==> config.mk <==
export PLATFORM = sky130hd
export DESIGN_NAME = clk_timer
export DESIGN_NICKNAME = d
export VERILOG_FILES = /design/src/rtl/clk_timer_pkg.sv /design/src/rtl/clk_timer_edge_sync.sv /design/src/rtl/clk_timer.sv
export SDC_FILE = /design/constraint.sdc
export NUM_CORES = 1
export LEC_CHECK = 0
export CAP_MARGIN = 0
export CORE_MARGIN = 2
export CORE_UTILIZATION = 56
export CTS_BUF_LIST = sky130_fd_sc_hd__clkbuf_8
export DETAILED_ROUTE_END_ITERATION = 16
export PLACE_DENSITY = 0.86
export REMOVE_ABC_BUFFERS = 1
export SYNTH_ARGS = -nofsm -noshare
export SYNTH_HDL_FRONTEND = slang
export SYNTH_SLANG_ARGS = --single-unit
==> constraint.sdc <==
create_clock -name clk -period 0.8 [get_ports clk]
set_input_delay 0.08 -clock clk [delete_from_list [all_inputs] [get_ports clk]]
set_output_delay 0.08 -clock clk [all_outputs]
set_load 0.01 [all_outputs]
==> src/rtl/clk_timer_pkg.sv <==
// Shared types and helpers for the clk_timer interval timer.
package clk_timer_pkg;

   typedef enum logic {StIdle, StCount} state_e;

   localparam int unsigned DefaultWidth = 8;

   // Increment that sticks at max_val; widths up to 32 bits.
   function automatic logic [31:0] sat_inc(input logic [31:0] val, input logic [31:0] max_val);
      return (val >= max_val) ? max_val : val + 32'd1;
   endfunction

endpackage

==> src/rtl/clk_timer_edge_sync.sv <==
// Optional input synchroniser (CLK_TIMER_SYNC_EN) followed by a rising-edge detector that emits
// a one-cycle pulse.
module clk_timer_edge_sync #(
   parameter int unsigned SYNC_STAGES = 2
) (
   input  logic clk_i,
   input  logic rst_ni,
   input  logic sig_i,
   output logic pulse_o
);

   logic sig_s;
   logic prev_q, prev_d;

`ifdef CLK_TIMER_SYNC_EN
   logic [SYNC_STAGES-1:0] sync_q, sync_d;

   assign sync_d = {sync_q[SYNC_STAGES-2:0], sig_i};
   assign sig_s  = sync_q[SYNC_STAGES-1];

   always_ff @(posedge clk_i or negedge rst_ni) begin
      if (!rst_ni) begin
         sync_q <= '0;
      end else begin
         sync_q <= sync_d;
      end
   end
`else
   assign sig_s = sig_i;

   // SYNC_STAGES only sizes the synchroniser, which this build leaves out.
   if (SYNC_STAGES < 2) begin : g_no_sync
   end
`endif

   assign prev_d  = sig_s;
   assign pulse_o = sig_s & ~prev_q;

   always_ff @(posedge clk_i or negedge rst_ni) begin
      if (!rst_ni) begin
         prev_q <= 1'b0;
      end else begin
         prev_q <= prev_d;
      end
   end

endmodule

==> src/rtl/clk_timer.sv <==
// Interval timer: clk cycles from a signal1 rising edge to the next signal2 rising edge.
// Define CLK_TIMER_SYNC_EN to place SYNC_STAGES-deep synchronisers in front of both detectors.
module clk_timer
   import clk_timer_pkg::*;
#(
   parameter int unsigned WIDTH       = DefaultWidth,
   parameter int unsigned SYNC_STAGES = 2
) (
   input  logic             clk,
   input  logic             reset,
   input  logic             signal1,
   input  logic             signal2,
   output logic [WIDTH-1:0] out
);

   localparam logic [WIDTH-1:0] MaxCount = '1;

   logic             rst_sync_q;
   logic             start, stop;
   state_e           state_q, state_d;
   logic [WIDTH-1:0] count_q, count_d;
   logic [WIDTH-1:0] out_q, out_d;
   logic [WIDTH-1:0] count_inc;

   // Asserts with reset, releases on the first clk edge after reset goes high.
   always_ff @(posedge clk or negedge reset) begin
      if (!reset) begin
         rst_sync_q <= 1'b0;
      end else begin
         rst_sync_q <= 1'b1;
      end
   end

   clk_timer_edge_sync #(
      .SYNC_STAGES(SYNC_STAGES)
   ) u_start_edge (
      .clk_i  (clk),
      .rst_ni (rst_sync_q),
      .sig_i  (signal1),
      .pulse_o(start)
   );

   clk_timer_edge_sync #(
      .SYNC_STAGES(SYNC_STAGES)
   ) u_stop_edge (
      .clk_i  (clk),
      .rst_ni (rst_sync_q),
      .sig_i  (signal2),
      .pulse_o(stop)
   );

   assign count_inc = WIDTH'(sat_inc(32'(count_q), 32'(MaxCount)));

   always_comb begin
      state_d = state_q;
      count_d = count_q;
      out_d   = out_q;
      unique case (state_q)
         StIdle: begin
            if (start && stop) begin
               out_d = '0;
            end else if (start) begin
               count_d = '0;
               state_d = StCount;
            end
         end
         StCount: begin
            // A start here is ignored: the first start of a measurement wins.
            if (stop) begin
               out_d   = count_inc;
               state_d = StIdle;
            end else begin
               count_d = count_inc;
            end
         end
         default: state_d = StIdle;
      endcase
   end

   always_ff @(posedge clk or negedge rst_sync_q) begin
      if (!rst_sync_q) begin
         state_q <= StIdle;
         count_q <= '0;
         out_q   <= '0;
      end else begin
         state_q <= state_d;
         count_q <= count_d;
         out_q   <= out_d;
      end
   end

   assign out = out_q;

endmodule

=== After elaboration in Yosys (flattened, before gate mapping) ===
Cells that the tools add are included.

* Bits in registers: 20
* Latch bits: 0
* RAM bits: 0
* ROM bits: 0
* Bits of input ports: 4
* Output and inout bits: 8
* Word-level logic and storage cells: 33
* Memories: 0

* $add $sub $neg: 1
* Multiply operators: 0
* Divide/modulo/power cells: 0
* Magnitude comparators: 1
* Equality and inequality tests: 5
* Shifts and indexed selects: 0
* Muxes and demuxes: 12
* Bitwise operators: 5
* Reductions and logical operators: 3

{| class="wikitable"
|+ Operators with widths
! cell !! count
|-
| 8-bit 2-to-1 mux || 6
|-
| 8-bit case mux with 2 select lines || 2
|-
| 2-bit != test (second input constant) || 5
|-
| 8-bit by 1-bit adder with 8-bit output (second input constant) || 1
|-
| 8-bit greater-or-equal comparator (second input constant) || 1
|-
| 1-bit 2-to-1 mux || 3
|-
| 1-bit inverter || 3
|-
| 3-bit AND reduction || 1
|-
| 1-bit AND || 2
|-
| 1-bit case mux with 2 select lines || 1
|-
| 2-bit AND reduction || 1
|-
| 1-bit logical AND || 1
|}

=== Longest topological paths before layout ===
Gate-level depths: netlist of the first run.

* Depth in word-level cells: 5
* Gate-level depth with buffers: 6
* Mapped depth without buffers: 5

=== Cells and area by module ===
A second synthesis of the first run with hierarchy kept.

* Cells, all modules: 99
* Area, all modules: 963.4 um^2

{| class="wikitable"
|+ Modules (own cells, without submodules)
! module !! times used !! cells each !! area an instance (um^2) !! sequential area each (um^2)
|-
| clk_timer || 1 || 95 || 885.8 || 450.4
|-
| clk_timer_edge_sync || 2 || 2 || 38.8 || 25.0
|}

=== Least setup slack after synthesis of the first run ===
Ideal clock, no wire load.

* Kind: flip-flop to flip-flop
* Start point: register count_q[0]
* End point: register count_q[7]
* Setup time: 119 ps
* Arrival time: 1388 ps
* Required time: 681 ps
* Path slack: -707 ps
* Cell stages (with the launch flop): 7
* Path buffers: 1
* Period minus slack after synthesis: 1507 ps
* Path through: dfrtp_1 -> ha_1 -> and4_4 -> buf_6 -> nor4_4 -> o21ai_0 -> o21a_1

* Longest elaborated chain between the ends: 4
* Elaborated cells between the ends (all ways): 5
* Classes of those cells: add/sub: 1; order compare: 1; mux: 3

{| class="wikitable"
|+ RTL lines
! element !! RTL line !! text
|-
| from (decl) || clk_timer.sv:21 || <nowiki>logic [WIDTH-1:0] count_q, count_d;</nowiki>
|-
| from (signal assigned) || clk_timer.sv:87 || <nowiki>count_q <= count_d;</nowiki>
|-
| 8-bit by 1-bit adder with 8-bit output or 8-bit greater-or-equal comparator (tied branches) || clk_timer_pkg.sv:10 || <nowiki>return (val >= max_val) ? max_val : val + 32'd1;</nowiki>
|-
| 8-bit 2-to-1 mux (*) || clk_timer_pkg.sv:10 ||
|-
| 8-bit 2-to-1 mux (*) || clk_timer.sv:69 || <nowiki>if (stop) begin</nowiki>
|-
| 8-bit case mux with 2 select lines (*) || clk_timer.sv:58 || <nowiki>unique case (state_q)</nowiki>
|}

Mark *: on every way between the ends. The rest lies on a longest branch, timed or not. The select of a mux whose other input is x is not followed.
A chain may end at the register's enable or synchronous reset.

=== Worst setup path after layout of the first run ===
* Start point: register count_q[1]
* End point: register out_q[1], in the netlist out[1]

* Longest elaborated chain between the ends: 4
* Elaborated cells between the ends (all ways): 5
* Classes of those cells: add/sub: 1; order compare: 1; mux: 3

{| class="wikitable"
|+ RTL lines
! element !! RTL line !! text
|-
| 8-bit by 1-bit adder with 8-bit output or 8-bit greater-or-equal comparator (tied branches) || clk_timer_pkg.sv:10 ||
|-
| 8-bit 2-to-1 mux (*) || clk_timer_pkg.sv:10 ||
|-
| 8-bit 2-to-1 mux (*) || clk_timer.sv:69 ||
|-
| 8-bit case mux with 2 select lines (*) || clk_timer.sv:58 ||
|-
| to (signal assigned) || clk_timer.sv:88 || <nowiki>out_q <= out_d;</nowiki>
|-
| to (decl) || clk_timer.sv:22 || <nowiki>logic [WIDTH-1:0] out_q, out_d;</nowiki>
|}

Marks and branches as above.

==> results.md, run 1 <==
- Status: finished with violations
- Violated checks: negative setup slack
- Most used flip-flop cell after synthesis: dfrtp_1
- Combinational power share: 34.6%
- Pin count of the biggest net entering global routing: 20
- Final Net Count: 145
- Crit-path cells: ha_2 > and4_4 > nand4_4 > nor2b_4 > o21ai_2
- ANT cells: 0
- Number of detailed-route iterations in the first pass: 4
- Core area: 1708 sq um
- Deepest clock path buffer count: 2
- RSZ-0062 raised after global routing: yes
- Critical Path Start Type: flip-flop
- Die Wd: 46.57 um
- Ratio of cells with drive above 1 in the final layout: 45.32%
- Final setup TNS: -9.751 ns
- Commonest cells in the netlist: 20 x dfrtp_1, 11 x o21ai_0, 9 x nand2_1
- H-tree depth: 1
- Remaining DRCs: 0
- FP Rows: 15
- CP required: 0.99 ns
- Top Family by Delay on Critical Path: simple AND/OR/NAND/NOR gates
- Initial antenna violation count: 0
- Initial core utilization: 59.41%
- DRT iter0 DRCs: 50
- Worst Path Buf+Inv: 0
- Root Buffer: clkbuf_8
- Tot Pwr: 3.074 mW
- Syn_area_per_cell: 10.46 sq um
- Vias in the first global route: 962
- Slowest CP cell: dfrtp_1
- Clk pin slew, worst setup/hold paths: 0.07 ns
- Post-Syn Instances: 97
- # IOs: 12
- Synth Area in Adders: 1.233%
- Maximum clock frequency: a little over 700 MHz
- Final Slew Violations: 0
- GRT Util Overall: 30.88%
- Yosys top cell area share: 49.32%
- Power Density: roughly 2100 nW/um^2
- Routed vias/inst: between 5 and 6
- Worst-path fanout max: 7
- Multi-input gate area: ~540 sq um
- Int Power: around 2.1 mW
- Yosys reg bits: 20
- Netlist Area Pre-Place: roughly 1000 sq um
- DIE AREA: between 2000 and 2500 sq um
- WL final: 2892 um
- Peak supply drop: between 0.0015 and 0.002 V
- Post-synthesis xor/xnor area fraction: under 10%
- Clock Latency Late Sink: 0.26 ns
- Area growth syn-to-layout: 44.02%
- Worst path arrival time: 1.61 ns
- Register share of total power: 40.7%
- Ys async rst share: 100.0%
- Cell variety after synth: 32
- Vias: around 960
- Largest family of logic cells by synthesized area: compound AO/OA/AOI/OAI gates
- FF+latch area: 501.7 sq um
- RePlAce Congestion: 0.8922
- Routed Antenna Nets: 0
- Die height: 46.57 um
- Number of enable flip-flop cells after synthesis: 0
- # clock sinks: 20
- Number of buffers added on ports: 11
- Post-route core utilization: 85.57%
- Setup ws final: -0.6193 ns
- Top-count cell post-synth: dfrtp_1
- Worst hold path type: reg2async
- P_sw: about 940 uW
- Crit. End Element: flip-flop
- Sw Ratio: 30.45%
- Synth warn: 0
- # fillers: 90
- Crit-path max cell delay: 0.38 ns
- Max cap viols: 0
- Final setup viols: 25
- Complex-gate fraction of the synthesized area: 22.07%
- Sequential fraction of the synthesis area: 49.32%
- Final hold vios: 0
- Final Cycle Share: 177.4%
- Yosys top cell by area: dfrtp_1
- TritonCTS clock tree: built
- Critical path class: reg2reg
- First-pass GRT wire length: 4554 um
- Clock power share: 24.7%
- Dpl cells: 152
- Leak: around 0.74 nW
- Area contributors post-synth: dfrtp_1 49%, a22o_1 6.0%, o21ai_0 5.4%, nand2_1 3.3%, buf_6 3.3%
- CTS buffer count: 3
- Post-route insts no fill: 164
- Worst Skew: between 0.002 and 0.0025 ns
- Post-Synth Simple-Gate Area: 19.61%
- Grt ovf: 0
- WL/cell: 17.63 um
- HPWL Detailed: 1715 um
- Tmin final: between 1 and 1.5 ns
- Post-synthesis mux area share: 0%
area by class of cell:
class	count	share of cell area [%]
clock buffers	4	3.767
flip-flops and latches	20	34.33
repair buffers	41	21.40
well taps	25	2.140
inverters	5	1.284
multi-input cells	69	37.07
cell families (layout without fill, tap and decap cells):
group | Yosys count | after routing
DFF | 20 | 20
and+or+nand+nor | 31 | 32
xor gates and xnor gates | 2 | 2
AOI/OAI and AO/OA | 33 | 33
other | 1 | 1
adders and majority gates | 1 | 1
buffers and inverters | 9 | 50
flip-flops by register name (all words and copies together) (netlist names):
register             count
rst_sync_q               1
count_q                  8
state_q                  1
out                      8
u_start_edge.prev_q      1
u_stop_edge.prev_q       1
timing repair:
action	in CTS	in global routing
hold buffers	1	0
setup buffers	5	1
endpoints found under the hold margin	1	0
setup endpoints to repair	25	25
gates resized for setup	50	10
pin swaps	10	3
cloned	1	0
stage by stage:
step | area [sq um] | setup WS [ns] | hold slack, ns
final | 1461 | -0.6193 | 0.2126
after global routing | 1461 | -0.6811 | 0.2429
after CTS | 1420 | -0.5280 | 0.2069
after detailed placement | 1290 | -0.7032 | 0.1991
after global placement | 1290 | -0.6053 | 0.1931
after floorplan | 975.9 | -0.6204 | -0.2156
placed cells by master, fill, tap and decap left out, drive strengths merged, types with 2 or more instances in the layout:
cell / count
a21o: 4
a21oi: 6
a22o: 7
buf: 37
clkbuf: 4
clkdlybuf4s50: 3
dfrtp: 20
inv: 5
nand2: 9
nand2b: 2
nand3: 5
nand4: 4
nor2: 5
nor2b: 2
o21ai: 12
power by group through the flow:
stage / combinational [mW] / sequential, mW / clock [mW]
finish: 1.06 / 1.25 / 0.759
floorplan: 0.379 / 1.32 / 0
detailed placement: 0.902 / 1.26 / 0
CTS: 0.963 / 1.23 / 0.782
global placement: 0.862 / 1.25 / 0
global route: 1.15 / 1.26 / 0.819
metal layers:
| layer | share of wire (%) | GRT usage (%) | vias to the layer above |
|---|---|---|---|
| met4 | 3.5 | 14.86 | 0 |
| met1 | 40 | 38.63 | 461 |
| met2 | 50 | 51.39 | 50 |
| met3 | 6.3 | 4.706 | 14 |
| met5 | 0 | 0 | - |
| li1 | - | - | 439 |
path summary, 6_finish.rpt:
kind | cells after the start | from | slack [ns] | to
hold reg to reg | 1 | rst_sync_q | 0.21 | count_q[3]
setup reg to reg | 5 | count_q[1] | -0.62 | out[1]
setup / recovery | 5 | count_q[1] | -0.62 | out[1]
min in group clk | 1 | signal1 | 0.35 | u_start_edge.prev_q
max in group asynchronous | 2 | reset | 0.21 | rst_sync_q
hold / removal | 1 | rst_sync_q | 0.21 | count_q[3]
No activity file was read; power rests on OpenSTA's default activity.
==> run 2, diff against run 1 <==
- CORE_MARGIN: 2 -> 3
- CORE_UTILIZATION: 56 -> 45
- PLACE_DENSITY: 0.86 -> 0.72
==> run 2 against run 1 <==
The run still ends with negative setup slack left. Critical path depth unchanged. Combinational power barely moved. Global-route usage shrank 6.5 points. Utilization decreased by 14 points. Clock skew is 0.0013 ns lower. Clock power is 14% lower. Sequential share of layout area grew 0.24 points. Die area increased by 32%. Count of clock-buffer cells in the layout decreased by 1. Design area shrank 0.68%. Power decreased by 3.6%. Critical path type unchanged.
==> results.md, run 2 (synthesized netlist as in run 1, its figures left out) <==
- Status: finished with violations
- Violated checks: negative setup slack
- Final setup viols: 25 (unchanged)
- Power Density: 2041 nW/um^2 (-3.0%)
- Core area: 2042 sq um (+20%)
- Final hold vios: 0 (unchanged)
- Routed Antenna Nets: 0 (unchanged)
- Deepest clock path buffer count: 2 (unchanged)
- Final Slew Violations: 0 (unchanged)
- Dpl cells: 158 (+3.9%)
- DIE AREA: 2861 sq um (+32%)
- Number of detailed-route iterations in the first pass: 4 (unchanged)
- CP required: 0.99 ns (about the same)
- RSZ-0062 raised after global routing: yes
- Most common cell after layout, fill and taps aside: buf_4
- Vias in the first global route: 959 (-0.31%)
- RePlAce Congestion: 0.8677 (-2.7%)
- Initial core utilization: 49.69% (-9.7 points)
- Critical Path Start Type: flip-flop
- Vias: 993 (+3.0%)
- Max cap viols: 0 (unchanged)
- Die height: 53.49 um (+15%)
- WL/cell: 18.78 um (+6.5%)
- Remaining DRCs: 0 (unchanged)
- Post-route insts no fill: 166 (+1.2%)
- ANT cells: 0 (unchanged)
- Worst Skew: 0.0009685 ns (-0.001293 ns)
- FP Rows: 16 (+1)
- Tmin final: 1.413 ns (-0.006742 ns)
- Peak supply drop: 0.001424 V (-19%)
- GRT Util Overall: 24.35% (-6.5 points)
- Root Buffer: clkbuf_8
- Clk pin slew, worst setup/hold paths: 0.07 ns (about the same)
- Clock Latency Late Sink: 0.25 ns (about the same)
- DRT iter0 DRCs: 65 (+30%)
- Worst path arrival time: 1.60 ns (about the same)
- Final Cycle Share: 176.6% (-0.84 points)
- Ratio of cells with drive above 1 in the final layout: 45.32% (unchanged)
- Pin count of the biggest net entering global routing: 20 (unchanged)
- Most frequent cells in the layout: 27 x buf_4, 19 x dfrtp_1, 8 x nand2_1, 8 x buf_2
- RR Startpoint: count_q[1]
- Die Wd: 53.49 um (+15%)
- Post-route core utilization: 71.08% (-14 points)
- Final Net Count: 146 (+0.69%)
- Critical path class: reg2reg
- Worst hold path type: reg2async
- # fillers: 159 (+77%)
- Crit. Startpoint: count_q[1]
- Worst-path fanout max: 7 (unchanged)
- First-pass GRT wire length: 4816 um (+5.8%)
- CTS buffer count: 3 (unchanged)
- Maximum clock frequency: 707.9 MHz (+0.48%)
- FF+latch area: 501.7 sq um (unchanged)
- # clock sinks: 20 (unchanged)
- H-tree depth: 1 (unchanged)
- Routed vias/inst: 5.982 (+1.8%)
- Number of buffers added on ports: 11 (unchanged)
- Multi-input gate area: 539.3 sq um (-0.46%)
- Area growth syn-to-layout: 43.03%
- TritonCTS clock tree: built
- HPWL Detailed: 1768 um (+3.1%)
- WL final: 3118 um (+7.8%)
- Final setup TNS: -9.404 ns (+0.3478 ns)
- Leak: 0.7347 nW (-0.67%)
- Crit. End Element: flip-flop
- # IOs: 12 (unchanged)
- Initial antenna violation count: 0 (unchanged)
- Setup ws final: -0.6125 ns (+0.006742 ns)
- Grt ovf: 0 (unchanged)
[run 2: repair_timing]
item | CTS | global route
pin swaps | 13 | 7
endpoints found under the hold margin | 1 | 0
buffers inserted | 2 | 1
hold buffers | 1 | 0
endpoints found under the setup margin | 25 | 25
cloned | 1 | 0
gates resized for setup | 49 | 10
[run 2: critical path, cell delays in order (launching register included)]
cell	delay, ns
dfrtp_1	0.36
ha_2	0.20
and4_4	0.32
nand4_4	0.16
o21ai_1	0.15
a22o_1	0.16
[run 2: layer usage]
metal / track usage, % / vias to the layer above / share of wire [%]
li1: - / 437 / -
met1: 29.47 / 468 / 38
met2: 40.61 / 62 / 49
met3: 3.944 / 26 / 6.4
met4: 13.19 / 0 / 6.0
met5: 0 / - / 0
[run 2: layout make-up]
class | count | share of cell area [%]
multi-input combinational | 69 | 37.16
sequential | 20 | 34.57
timing repair buffer | 42 | 21.81
clock buffer | 3 | 2.845
tap | 27 | 2.328
inverter | 5 | 1.293
[run 2: path summary, 6_finish.rpt]
path | endpoint | slack [ns] | cells past startpoint
worst min register to register | count_q[3] | 0.20 | 1
max in group asynchronous | rst_sync_q | 0.20 | 2
worst min-delay path | count_q[3] | 0.20 | 1
worst max-delay path | count_q[2] | -0.61 | 5
min in group clk | u_stop_edge.prev_q | 0.32 | 1
worst max register to register | count_q[2] | -0.61 | 5
[run 2: report_power, final]
part,switching [mW],internal [mW]
clock,0.319,0.335
sequential,0.0913,1.15
combinational,0.539,0.531
total,0.949,2.01
[run 2: through the flow]
step	power (mW)	instance area, sq um	hold slack, ns	worst slack, ns
2_1_floorplan	1.698	975.9	-0.2156	-0.6204
5_1_grt	3.082	1451	0.2369	-0.6423
3_3_place_gp	2.167	1323	0.1970	-0.6168
3_5_place_dp	2.209	1323	0.2017	-0.6197
4_1_cts	2.851	1419	0.2077	-0.5464
6_report	2.962	1451	0.1998	-0.6125
